## src/rtl/mips_multicycle_control.sv

```systemverilog
// Multicycle MIPS control unit: Moore FSM sequencing fetch, decode and the
// per-class execute/memory/writeback states, driving the datapath strobes.
// Optional feature: define MIPS_MULTICYCLE_JAL_EN to enable the JAL state
// (PC+4 written to $31 while jumping); otherwise opcode 000011 is illegal.
module mips_multicycle_control (
  input  logic       clock,
  input  logic       reset,
  input  logic [5:0] opcode,
  input  logic       mem_ready,
  output logic       PCWrite,
  output logic       PCWriteCond,
  output logic       BranchNE,
  output logic       IorD,
  output logic       MemRead,
  output logic       MemWrite,
  output logic       MemtoReg,
  output logic       IRWrite,
  output logic       ALUSrcA,
  output logic       RegWrite,
  output logic [1:0] PCSource,
  output logic [1:0] ALUSrcB,
  output logic [2:0] ula_operation,
  output logic [1:0] RegDst,
  output logic [3:0] state,
  output logic       instr_done
);

  typedef enum logic [3:0] {
    StFetch    = 4'd0,
    StDecode   = 4'd1,
    StMemAddr  = 4'd2,
    StMemRead  = 4'd3,
    StMemWb    = 4'd4,
    StMemWrite = 4'd5,
    StRExec    = 4'd6,
    StRWb      = 4'd7,
    StBranch   = 4'd8,
    StJump     = 4'd9,
    StIExec    = 4'd10,
    StIWb      = 4'd11,
    StJal      = 4'd12
  } state_e;

  localparam logic [5:0] OpRType = 6'b000000;
  localparam logic [5:0] OpLw    = 6'b100011;
  localparam logic [5:0] OpSw    = 6'b101011;
  localparam logic [5:0] OpBeq   = 6'b000100;
  localparam logic [5:0] OpBne   = 6'b000101;
  localparam logic [5:0] OpJ     = 6'b000010;
  localparam logic [5:0] OpJal   = 6'b000011;
  localparam logic [5:0] OpAddi  = 6'b001000;

  localparam logic [1:0] SrcBReg   = 2'b00;
  localparam logic [1:0] SrcBFour  = 2'b01;
  localparam logic [1:0] SrcBImm   = 2'b10;
  localparam logic [1:0] SrcBImmSh = 2'b11;

  localparam logic [2:0] UlaAdd   = 3'b000;
  localparam logic [2:0] UlaSub   = 3'b001;
  localparam logic [2:0] UlaRType = 3'b010;

  state_e state_q, state_d;
  // Branch flavour captured in DECODE so opcode changes during BRANCH are ignored
  logic   bne_q, bne_d;

  // State register with asynchronous active-low reset
  always_ff @(posedge clock or negedge reset) begin
    if (!reset) begin
      state_q <= StFetch;
      bne_q   <= 1'b0;
    end else begin
      state_q <= state_d;
      bne_q   <= bne_d;
    end
  end

  // Next-state and strobe decode; every output defaults to 0
  always_comb begin
    state_d       = state_q;
    bne_d         = bne_q;
    PCWrite       = 1'b0;
    PCWriteCond   = 1'b0;
    BranchNE      = 1'b0;
    IorD          = 1'b0;
    MemRead       = 1'b0;
    MemWrite      = 1'b0;
    MemtoReg      = 1'b0;
    IRWrite       = 1'b0;
    ALUSrcA       = 1'b0;
    RegWrite      = 1'b0;
    PCSource      = 2'b00;
    ALUSrcB       = SrcBReg;
    ula_operation = UlaAdd;
    RegDst        = 2'b00;
    instr_done    = 1'b0;

    case (state_q)
      StFetch: begin
        MemRead = 1'b1;
        ALUSrcB = SrcBFour;
        PCWrite = mem_ready;
        IRWrite = mem_ready;
        if (mem_ready) state_d = StDecode;
      end

      StDecode: begin
        // ALU precomputes PC + (imm << 2) for a possible branch
        ALUSrcB = SrcBImmSh;
        bne_d   = (opcode == OpBne);
        case (opcode)
          OpRType:     state_d = StRExec;
          OpLw, OpSw:  state_d = StMemAddr;
          OpBeq, OpBne: state_d = StBranch;
          OpJ:         state_d = StJump;
`ifdef MIPS_MULTICYCLE_JAL_EN
          OpJal:       state_d = StJal;
`endif
          OpAddi:      state_d = StIExec;
          default: begin
            // Unknown opcode retires as a NOP
            state_d    = StFetch;
            instr_done = 1'b1;
          end
        endcase
      end

      StMemAddr: begin
        ALUSrcA = 1'b1;
        ALUSrcB = SrcBImm;
        state_d = (opcode == OpSw) ? StMemWrite : StMemRead;
      end

      StMemRead: begin
        MemRead = 1'b1;
        IorD    = 1'b1;
        if (mem_ready) state_d = StMemWb;
      end

      StMemWb: begin
        RegWrite   = 1'b1;
        MemtoReg   = 1'b1;
        instr_done = 1'b1;
        state_d    = StFetch;
      end

      StMemWrite: begin
        MemWrite = 1'b1;
        IorD     = 1'b1;
        if (mem_ready) begin
          instr_done = 1'b1;
          state_d    = StFetch;
        end
      end

      StRExec: begin
        ALUSrcA       = 1'b1;
        ula_operation = UlaRType;
        state_d       = StRWb;
      end

      StRWb: begin
        RegWrite   = 1'b1;
        RegDst     = 2'b01;
        instr_done = 1'b1;
        state_d    = StFetch;
      end

      StIExec: begin
        ALUSrcA = 1'b1;
        ALUSrcB = SrcBImm;
        state_d = StIWb;
      end

      StIWb: begin
        RegWrite   = 1'b1;
        instr_done = 1'b1;
        state_d    = StFetch;
      end

      StBranch: begin
        ALUSrcA       = 1'b1;
        ula_operation = UlaSub;
        PCWriteCond   = 1'b1;
        PCSource      = 2'b01;
        BranchNE      = bne_q;
        instr_done    = 1'b1;
        state_d       = StFetch;
      end

      StJump: begin
        PCWrite    = 1'b1;
        PCSource   = 2'b10;
        instr_done = 1'b1;
        state_d    = StFetch;
      end

      StJal: begin
`ifdef MIPS_MULTICYCLE_JAL_EN
        // PC already holds PC+4; route it to write data via ALU with B=0 path unused
        PCWrite    = 1'b1;
        PCSource   = 2'b10;
        RegWrite   = 1'b1;
        RegDst     = 2'b10;
        instr_done = 1'b1;
`endif
        state_d = StFetch;
      end

      default: begin
        // Unused codes 13-15 recover to FETCH with all strobes low
        state_d = StFetch;
      end
    endcase

    // Write strobes must stay quiet for the whole time reset is held
    if (!reset) begin
      PCWrite    = 1'b0;
      IRWrite    = 1'b0;
      RegWrite   = 1'b0;
      MemWrite   = 1'b0;
      instr_done = 1'b0;
    end
  end

  assign state = state_q;

  // Shared memory port: never read and write at once
  assert property (@(posedge clock) disable iff (!reset) !(MemRead && MemWrite));

endmodule

```

## config.mk

```make
export PLATFORM = sky130hd
export DESIGN_NAME = mips_multicycle_control
export DESIGN_NICKNAME = d
export VERILOG_FILES = /design/src/rtl/mips_multicycle_control.sv
export SDC_FILE = /design/constraint.sdc
export NUM_CORES = 1
export LEC_CHECK = 0
export CAP_MARGIN = 10
export CORE_UTILIZATION = 43
export DETAILED_ROUTE_END_ITERATION = 10
export PLACE_DENSITY = 0.84
export RECOVER_POWER = 25
export SYNTH_ARGS = -nofsm -noshare
export SYNTH_HDL_FRONTEND = slang
export SYNTH_SLANG_ARGS = --single-unit
```

## constraint.sdc

```tcl
create_clock -name clock -period 2.7 [get_ports clock]
set_clock_uncertainty 0.05 [all_clocks]
set_input_delay 0.54 -clock clock [delete_from_list [all_inputs] [get_ports clock]]
set_output_delay 0.54 -clock clock [all_outputs]
set_load 0.1 [all_outputs]
```

After elaboration in Yosys (flattened, before gate mapping)
Cells that the tools add are included.

Bits in registers: 5. Input bits: 9. Output and inout port bits: 24. Word-level logic and storage cells: 62.

Equal/unequal tests: 20. Muxes and demuxes: 28. Reduce and logical (&&, ||, !) cells: 12.

Operators by type and width (number): one-hot mux 4 bit (7 select lines) (1); one-hot mux 4 bit (5 select lines) (1); two-way mux 1 bit (17); == test 4 x 3 -> 1 bit, second input constant (4); == test 4 bit, second input constant (4); == test 6 x 3 -> 1 bit, second input constant (2); == test 6 bit, second input constant (2); two-way mux 4 bit (3); OR reduction 2 bit (5); == test 4 x 2 -> 1 bit, second input constant (2); one-hot mux 2 bit (2 select lines) (2); OR reduction 7 bit (1); == test 6 x 2 -> 1 bit, second input constant (1); == test 6 x 4 -> 1 bit, second input constant (1); logical NOT 6 bit (1); != test 2 bit, second input constant (3); one-hot mux 2 bit (3 select lines) (1); OR reduction 5 bit (1); == test 4 x 1 -> 1 bit, second input constant (1); logical NOT 4 bit (1); OR reduction 4 bit (1); two-way mux 3 bit (1); one-hot mux 1 bit (3 select lines) (1); AND reduction 3 bit (1); 2 further kinds (2).

Longest topological paths before layout
Depth in word-level cells: 5. Gate-level depth with buffers: 6. Depth with buffers taken out: 4.

Worst setup path after synthesis
Ideal clock, no wire load.

Path type: register to output. From: register state_q[3], in the netlist state[3]. To: output PCWrite. Data arrival time: 4.713 ns. Required time: 2.110 ns. Path slack: -2.603 ns. Stages on the path, launching flop included: 5. Buffers on the path: 2. Cells stage by stage: dfrtp_1 > buf_2 > clkbuf_1 > a21oi_1 > nor4b_1.

Longest elaborated chain between the ends: 3. Elaborated cells between the ends (all ways): 4. Those cells by class: eq/ne (1); mux (2); reduce/logical (1).

RTL lines: start: declaration (RTL line 62) `state_e state_q, state_d;`; start signal: assignment (RTL line 69) `state_q <= StFetch;`; start signal: assignment (RTL line 72) `state_q <= state_d;`; == test 4 bit / logical NOT 4 bit (equally long branches) (RTL line 97) `case (state_q)`; one-hot mux 1 bit (2 select lines) (*) (RTL line 97); two-way mux 1 bit (*) (RTL line 216) `if (!reset) begin`; end: declaration (RTL line 10) `output logic PCWrite,`.

Every way passes the cells marked *; elsewhere a longest branch is shown, timed or not.

Final worst setup path
From: input mem_ready. To: output PCWrite.

Longest elaborated chain between the ends: 2.

RTL lines: start: declaration (RTL line 9) `input logic mem_ready,`; one-hot mux 1 bit (2 select lines) (RTL line 97); two-way mux 1 bit (RTL line 216).

Every way passes these cells.

==> impl_metrics.py <==
metrics = {
    "power_and_ir_drop": {
        "peakVddDrop_uv": 1148,
        "p_clk_share_pct": 8.0,
        "swShare_pct": 64.17,
        "combPwrFrac_pct": 78.1,
        "power.leakage_uw": 0.0005278,
        "p_per_area_nw_per_um2": 947.8,
        "switchingPower_uw": 806.6,
        "seq_power_share_pct": 13.9,
        "internal_power_uw": 450.4,
    },
    "clocking": {
        "post-cts-setup-buffers": 0,
        "clock_latency_ps": 270,
        "cts_buffers": 3,
        "clock-root-buffer": "clkbuf_4",
        "clk_pin_slew_ps": 50,
        "clockBufferDepth": 2,
        "cts_tree": "yes",
        "htreeDepth": 1,
        "clock_sinks": 5,
    },
    "setup_path": {
        "crit_chain": "clkdlybuf4s50_1 -> inv_2 -> nor3_1 -> a21oi_1 -> nor4b_4 -> buf_12",
        "path_delay_family": "buffers and inverters",
        "cp-start-kind": "input pin",
        "path_max_fanout": 4,
        "crit_path_top_delay_cell": "clkdlybuf4s50_1",
        "arrival_ps": 2050,
        "crit_required_ps": 2110,
        "path_class": "in2out",
        "path_buf_inv": 3,
        "cp-end-kind": "output pin",
        "max_stage_delay_ps": 530,
    },
    "sta": {
        "setup_viol": 0,
        "fmax_ghz": 0.3790,
        "fin_crit_sh_pct": 97.73,
        "slew_viol_final": 0,
        "slew_headroom_pct": 61.38,
        "hold_violations": 0,
        "worstMarginPinSlew_ps": 564.7,
        "fin_crit_ps": 2639,
        "setup_tns_ps": 0,
    },
    "floorplanning": {
        "row_count": 13,
        "die_w_um": 41.75,
        "ioPinCount": 33,
        "die_h_um": 41.75,
        "core_um2": 1383,
        "die_area_um2": 1743,
        "initial_core_util_pct": 49.14,
    },
    "grt": {
        "grt_pass1_wl_um": 4657,
        "grt_usage_pct": 35.77,
        "antenna_found_initial": 0,
        "grt_pass1_vias": 874,
        "grt_max_degree": 21,
        "grt_overflow": 0,
    },
    "logic_synthesis": {
        "syn_inst": 96,
        "yosysTopAreaCellShare_pct": 18.42,
        "syn_area_per_cell_um2": 7.077,
        "yosys_warnings": 0,
        "ys.flop_type": "dfrtp_1",
        "synth_most_common_cell": "nor2_1",
        "ys_seq_elements": 5,
        "ys_types": 41,
        "synth_common_cells": "nor2_1 (10), nand2_1 (9), nor3_1 (9)",
        "synth_edf_count": 0,
        "async_flop_share_pct": 100.0,
        "syn_area_um2": 679.4,
        "seq_area_frac_synth_pct": 18.42,
        "ys_top_cells_by_area": "dfrtp_1 (18%), nor3_1 (6.6%), nor2_1 (5.5%), a21oi_1 (5.2%), nand2_1 (5.0%)",
        "yosys.area.top_type": "dfrtp_1",
    },
    "placement": {
        "portBuffers": 30,
        "dpl-instance-area_um2": 1275,
        "gp_congestion": 0.8469,
        "place.detailed.hpwl_um": 1993,
    },
    "routing": {
        "wl_per_cell_um": 25.01,
        "ant_nets": 0,
        "drt_wl_total_um": 3626,
        "viasPerCell": 7.372,
        "first_pass_iters": 5,
        "drt_iter0_drc": 83,
        "drc": 0,
        "via_count": 1069,
    },
    "final_layout": {
        "diodes": 0,
        "final_area_um2": 1326,
        "drive_gt1_share_pct": 50.00,
        "area_growth_pct": 95.21,
        "num-nets-final": 140,
    },
    "run": {
        "maxCapViolations": 0,
    },
    "outcome": {
        "status": "complete, no violations",
    },
    "hold_path": {
        "hold_class": "reg2reg",
    },
}
==> routing by layer <==
| layer | part of all wire, % | wire length (um) | GRT usage (%) | up-vias |
|---|---|---|---|---|
| met4 | 9.8 | 357 | 16.77 | 0 |
| met5 | 0 | 0 | 0 | - |
| li1 | - | - | - | 412 |
| met2 | 45 | 1638 | 62.19 | 123 |
| met1 | 34 | 1224 | 43.20 | 487 |
| met3 | 11 | 405 | 4.348 | 47 |
==> worst register-to-register path, delay by kind of cell, from the launching register on <==
kind | cells | cell delay [ps]
AO/OA/AOI/OAI | 2 | 640
flip-flops | 1 | 620
AND/OR/NAND/NOR | 2 | 560
==> power groups by stage <==
stage	sequential [uW]	combinational (uW)	clock (uW)
after floorplan	203	632	0
after global placement	169	913	0
after detailed placement	174	938	0
after CTS	172	945	90.3
after global routing	179	1000	104
final	175	981	101
==> cell type report <==
| cell class | count | area, um^2 |
|---|---|---|
| multi-input combinational | 79 | 646.9 |
| timing repair buffer | 40 | 486.7 |
| sequential | 5 | 140.1 |
| fill | 28 | 56.30 |
| clock buffer | 4 | 26.28 |
| tap | 15 | 18.77 |
| inverter | 2 | 7.507 |
==> cells in the final DEF, fill, tap and decap left out, types with 2 or more instances in the layout <==
cell type and n:
a21oi_1 6, buf_12 13, buf_4 18, clkbuf_1 2
clkbuf_4 3, clkdlybuf4s50_1 4, conb_1 2, dfrtp_4 4
dlymetal6s2s_1 3, nand2_1 9, nand3_1 3, nor2_1 5
nor2_2 4, nor2b_1 4, nor3_1 2, nor3_2 3
nor3_4 4, nor4b_4 2, o21ai_0 3, o21ai_2 2
==> flip-flops by register name (all words and copies together) (netlist names) <==
signal  count
bne_q       1
state       4
==> kinds of logic (layout without fill, tap and decap cells) <==
group,after synthesis,after routing,synth area share (%)
buffers and inverters,13,46,10.31
flip-flops,5,5,18.42
other,1,2,0.5520
adder cells (fa/ha/maj),1,1,1.473
multiplexers,1,1,1.473
XOR/XNOR,1,1,1.289
AND/OR/NAND/NOR,49,49,40.52
AO/OA/AOI/OAI,25,25,25.97
==> worst paths after layout <==
check                      depth (start not counted)                   end            startpoint  slack [ps]
max                                                6               PCWrite             mem_ready          60
min                                                2     bne_q$_DFFE_PN0P_     bne_q$_DFFE_PN0P_         510
max reg2reg                                        4  state[1]$_DFFE_PN0P_  state[2]$_DFFE_PN0P_         760
min reg2reg                                        2     bne_q$_DFFE_PN0P_     bne_q$_DFFE_PN0P_         510
max in group asynchronous                          2  state[3]$_DFFE_PN0P_                 reset        1530
min in group asynchronous                          1  state[0]$_DFFE_PN0P_                 reset         580
==> metrics by stage <==
stage          hold WS (ps)  setup slack (ps)  power [uW]  std cells  util, %
5_1_grt               532.5            -87.39        1283        145    95.93
6_report              510.5             61.19        1257        145    95.93
3_5_place_dp          446.5            -24.50        1112        141    92.22
3_3_place_gp          417.4             60.59        1083        141    92.22
4_1_cts               482.7             7.102        1208        145    94.39
2_1_floorplan         194.4            -179.7       834.9         97        -
==> what timing repair did <==
action / 4_1_cts / 5_1_grt
endpoints found under the setup margin: 1 / 1
hold endpoints to repair: 0 / 0
pin swaps: 0 / 3
hold buffers: 0 / 0
resized for setup: 1 / 6
Power figures use the tool's default switching activity.
